[config.mk]
export PLATFORM = sky130hd
export DESIGN_NAME = bcp_sequencer
export DESIGN_NICKNAME = d
export VERILOG_FILES = /design/src/rtl/bcp_sequencer.sv
export SDC_FILE = /design/constraint.sdc
export NUM_CORES = 1
export LEC_CHECK = 0
export CAP_MARGIN = 0
export CORE_ASPECT_RATIO = 1.5
export CORE_MARGIN = 3
export CORE_UTILIZATION = 57
export CTS_BUF_LIST = sky130_fd_sc_hd__clkbuf_8
export CTS_CLUSTER_SIZE = 12
export DETAILED_ROUTE_END_ITERATION = 6
export PLACE_DENSITY = 0.87
export SYNTH_ARGS = -nofsm -noshare
export SYNTH_HDL_FRONTEND = slang
export SYNTH_SLANG_ARGS = --single-unit
[constraint.sdc]
create_clock -name clk -period 3.67 [get_ports clk]
set_clock_uncertainty 0.05 [all_clocks]
set_input_delay 0.734 -clock clk [delete_from_list [all_inputs] [get_ports clk]]
set_output_delay 0.734 -clock clk [all_outputs]
set_load 0.02 [all_outputs]
[src/rtl/bcp_sequencer.sv]
// Control FSM for one BCP propagation pass: loads the engine, iterates
// evaluate/capture/check/commit until fixpoint, conflict, error or abort.
module bcp_sequencer #(
    parameter int VAR_NUM      = 8,
    parameter int EVAL_TIMEOUT = 16,
    parameter int CNT_W        = $clog2(VAR_NUM + 1)
) (
    input  logic             clk,
    input  logic             rst,
    input  logic             start,
    input  logic             abort,
    input  logic             bcp_finish_flag,
    input  logic             unit_any,
    input  logic             conflict,
    output logic             bcp_request,
    output logic             bcp_free_initial,
    output logic             bcp_assignment_initial,
    output logic             vst_sel,
    output logic             bcp_work_en,
    output logic             w_en,
    output logic             conflict_analysis_en,
    output logic             sel_next,
    output logic             rw_en,
    output logic             busy,
    output logic             done,
    output logic [1:0]       status,
    output logic [CNT_W-1:0] imp_count
);

    localparam int TMR_W = (EVAL_TIMEOUT > 1) ? $clog2(EVAL_TIMEOUT) : 1;

    localparam logic [1:0] ST_FIXPT = 2'b00;
    localparam logic [1:0] ST_CONF  = 2'b01;
    localparam logic [1:0] ST_ERR   = 2'b10;
    localparam logic [1:0] ST_ABORT = 2'b11;

    typedef enum logic [3:0] {
        IDLE, REQ, LD_FREE, LD_ASGN, FETCH, EVAL, CAPT, CONF, CHK, SEL, WR, FIN
    } state_t;

    state_t           state, nxt;
    logic [1:0]       nxt_status;
    logic [TMR_W-1:0] timer;

    always_comb begin
        nxt        = state;
        nxt_status = status;
        case (state)
            IDLE: begin
                if (start && !abort) begin
                    nxt        = REQ;
                    nxt_status = ST_FIXPT;
                end
            end
            REQ:     nxt = LD_FREE;
            LD_FREE: nxt = LD_ASGN;
            LD_ASGN: nxt = FETCH;
            FETCH:   nxt = EVAL;
            EVAL: begin
                if (bcp_finish_flag) begin
                    nxt = CAPT;
                end else if (timer == TMR_W'(EVAL_TIMEOUT - 1)) begin
                    nxt        = FIN;
                    nxt_status = ST_ERR;
                end
            end
            CAPT: nxt = CONF;
            CONF: nxt = CHK;
            CHK: begin
                if (conflict) begin
                    nxt        = FIN;
                    nxt_status = ST_CONF;
                end else if (unit_any && imp_count == CNT_W'(VAR_NUM)) begin
                    // Trap here so imp_count can never wrap through another WR.
                    nxt        = FIN;
                    nxt_status = ST_ERR;
                end else if (unit_any) begin
                    nxt = SEL;
                end else begin
                    nxt        = FIN;
                    nxt_status = ST_FIXPT;
                end
            end
            SEL:     nxt = WR;
            WR:      nxt = FETCH;
            FIN:     nxt = IDLE;
            default: nxt = IDLE;
        endcase
        if (abort && state != IDLE && state != FIN) begin
            nxt        = FIN;
            nxt_status = ST_ABORT;
        end
    end

    // Outputs are decoded from the next state so they are registered yet
    // line up with the state they belong to.
    always_ff @(posedge clk or negedge rst) begin
        if (!rst) begin
            state                  <= IDLE;
            timer                  <= '0;
            status                 <= ST_FIXPT;
            imp_count              <= '0;
            bcp_request            <= 1'b0;
            bcp_free_initial       <= 1'b0;
            bcp_assignment_initial <= 1'b0;
            vst_sel                <= 1'b0;
            bcp_work_en            <= 1'b0;
            w_en                   <= 1'b0;
            conflict_analysis_en   <= 1'b0;
            sel_next               <= 1'b0;
            rw_en                  <= 1'b0;
            busy                   <= 1'b0;
            done                   <= 1'b0;
        end else begin
            state  <= nxt;
            status <= nxt_status;
            timer  <= (state == EVAL) ? timer + TMR_W'(1) : '0;
            if (state == IDLE && nxt == REQ)
                imp_count <= '0;
            else if (state == WR)
                imp_count <= imp_count + CNT_W'(1);
            bcp_request            <= (nxt == REQ);
            bcp_free_initial       <= (nxt == LD_FREE);
            bcp_assignment_initial <= (nxt == LD_ASGN);
            vst_sel                <= (nxt == LD_ASGN);
            bcp_work_en            <= (nxt == FETCH);
            w_en                   <= (nxt == CAPT);
            conflict_analysis_en   <= (nxt == CONF);
            sel_next               <= (nxt == SEL);
            rw_en                  <= (nxt == WR);
            busy                   <= (nxt != IDLE);
            done                   <= (nxt == FIN);
        end
    end

endmodule
==> flow_summary.ini <==
[timing]
fin_crit_ns = 2.40
fin_crit_sh = 0.655
fmax_mhz = 416
tightest_slew_ns = 1.02
setup_violations = 0
slew_viol_final = 0
max_slew_margin = 0.320
layout_setup_ws_ns = 1.27
setup_tns_ns = 0
hold_viol_final = 0
fin_hold_ws_ns = 0.430
rsz0062_at_grt = false

[cells_and_area]
final_common_cell = dfrtp_1
final_layout_size_suffix_gt1_frac = 0.0929
diodes = 0
nets = 151
final_core_util = 0.752
final_cell_mix = dfrtp_1, clkdlybuf4s50_1, nor3_1, nor2_1, inv_1
instances_no_fill = 162
final_cell_area_mm2 = 0.00154
syn_to_final_growth_pct = 23.9

[placed_design]
gp_congestion = 0.772
dpl.hpwl_um = 1760
io_buffers = 23
placed_cell_area_mm2 = 0.00147
place_ws_ns = 1.03
placed_cells = 158

[pwr]
max-vdd-ir-drop_mv = 0.533
powerDensity_mw_per_mm2 = 867
power_leakage_nw = 0.639
finalPower_mw = 1.34

[yosys]
ys_warn_count = 0
avgSynthCellArea_um2 = 10.5
synth_cells = 119
ys_top_cells_by_area = dfrtp_1, nor3_1, nor2_1
synth_nets = 129
synth-seq-cells = 24
synthesis.area_mm2 = 0.00124
synth.distinct_cells = 43
synth_top_area_frac = 0.482
yosysSeqAreaShare = 0.482
synth_top_area_cell = dfrtp_1

[worst_setup_path]
startpoint_type = input pin
required_ns = 3.80
critPathKind = in2reg
crit_path_end_kind = register
critical_path.max_fanout = 7
path_cells = clkdlybuf4s50_1 > nor2b_1 > or4_1 > a211oi_4 > inv_2 > nor3_1
critPathMaxStageDelay_ns = 0.61
cp.arrival_ns = 2.54
slowest_stage = clkdlybuf4s50_1

[global_routing]
grt_max_degree = 25
grt_usage = 0.199
grt_pass1_vias = 995
grt_pass1_wl_um = 4220
antenna_found_initial = 0
overflow = 0

[drt]
met3WireLength_um = 109
initialDrtViolationCount = 26
wirelength_met1_um = 1040
drt-total-wl_um = 2430
drtPass1Iterations = 4
wl_per_cell_um = 15.0
ant_nets = 0
viasPerCell = 5.88
route.met2.wl_um = 1230
drc = 0
vias = 952
top_layer = met4

[clock_network]
cts-root-buf = clkbuf_8
cts_buffer_depth = 2
h-tree-depth = 1
postCtsResizedCells = 0
post_cts_buffers = 0
cts_sinks = 24
path_clk_slew_ns = 0.08
hold_buffers = 0
cts_tree = done
clkLatencyLatePin_ns = 0.26
numCtsBuffers = 3

[floorplanning]
die_area_mm2 = 0.00279
io_pins = 24
start_util = 0.607
rows = 20
die_h_um = 63.2
core_area_mm2 = 0.00205
chipWidth_um = 44.2

[min_path]
min_path_type = reg2reg

[run_status]
status = complete, no violations

[run]
maxCapViolations = 0
cell usage after synthesis:
cell type and count:
o21ai_1 1, a211oi_4 1, a31oi_1 1, nor2_1 11, o21ai_0 1, nand4_1 3
buf_4 1, and4bb_2 1, a22oi_1 1, a311oi_1 1, o311a_4 1, nand2_1 6
nand4b_1 1, a21boi_0 1, xnor2_1 2, dfrtp_1 24, nand3b_1 2, a21oi_1 3
inv_2 1, o221ai_1 1, nor4_4 1, buf_2 4, buf_1 1, nor3_1 13
maj3_1 1, nor3b_1 1, xor2_1 4, or4_4 1, nor2b_1 5, a22o_1 1
a2bb2oi_1 1, a221o_1 1, o31a_1 1, or4_1 1, a311o_1 1, nor3b_2 1
nor3_2 1, inv_1 8, ha_1 3, o21a_1 2, nor4b_2 1, a21boi_1 1
nand3_1 1
power by group:
part	switching (mW)	internal (mW)	total, mW	leakage [nW]
combinational	0.343	0.298	0.640	0.300
sequential	0.121	0.349	0.470	0.304
clock	0.0816	0.146	0.227	0.0357
total	0.546	0.792	1.34	0.639
worst paths after layout:
check                                   startpoint                        endpoint  slack (ns)  cells past startpoint
max in group asynchronous                      rst              timer[2]$_DFF_PN0_        1.98                      1
worst max-delay path                         abort      bcp_free_initial$_DFF_PN0_        1.27                      6
min in group asynchronous                      rst  conflict_analysis_en$_DFF_PN0_        0.97                      1
worst max register to register  state[1]$_DFF_PN0_              sel_next$_DFF_PN0_        1.44                      4
worst min register to register  timer[0]$_DFF_PN0_              timer[0]$_DFF_PN0_        0.43                      1
worst min-delay path            timer[0]$_DFF_PN0_              timer[0]$_DFF_PN0_        0.43                      1
sequential cells by signal, summed over array words and instances (netlist names):
signal and count:
bcp_work_en 1, imp_count 4, state 4, status 2, conflict_analysis_en 1, busy 1, sel_next 1, done 1
bcp_request 1, w_en 1, rw_en 1, timer 4, bcp_free_initial 1, vst_sel 1
final cells by class:
type | count | area, um^2
flip-flops and latches | 24 | 601
multi-input cells | 80 | 579
fillers | 141 | 509
repair buffers | 23 | 230
clock buffers | 3 | 41.3
inverters | 9 | 33.8
clock inverters | 1 | 30.0
well taps | 22 | 27.5
kinds of logic (layout without fill, tap and decap cells):
family	count (synthesis)	count (layout)	synth area share
adder cells (fa/ha/maj)	4	4	0.0382
buffers and inverters	15	36	0.0523
XOR/XNOR	6	6	0.0422
AND/OR/NAND/NOR	50	50	0.245
AO/OA/AOI/OAI	20	20	0.140
flip-flops	24	24	0.482
layer usage:
layer  vias to the layer above  track usage
met3                         6       0.0314
li1                        464            -
met4                         0       0.0943
met5                         -            0
met2                        30        0.328
met1                       452        0.243
worst max-delay path, delay by kind of cell:
| kind | cells | cell delay, ns |
|---|---|---|
| AOI/OAI and AO/OA | 1 | 0.31 |
| buffers and inverters | 2 | 0.70 |
| and+or+nand+nor | 3 | 0.78 |
No activity file was read; power rests on OpenSTA's default activity.
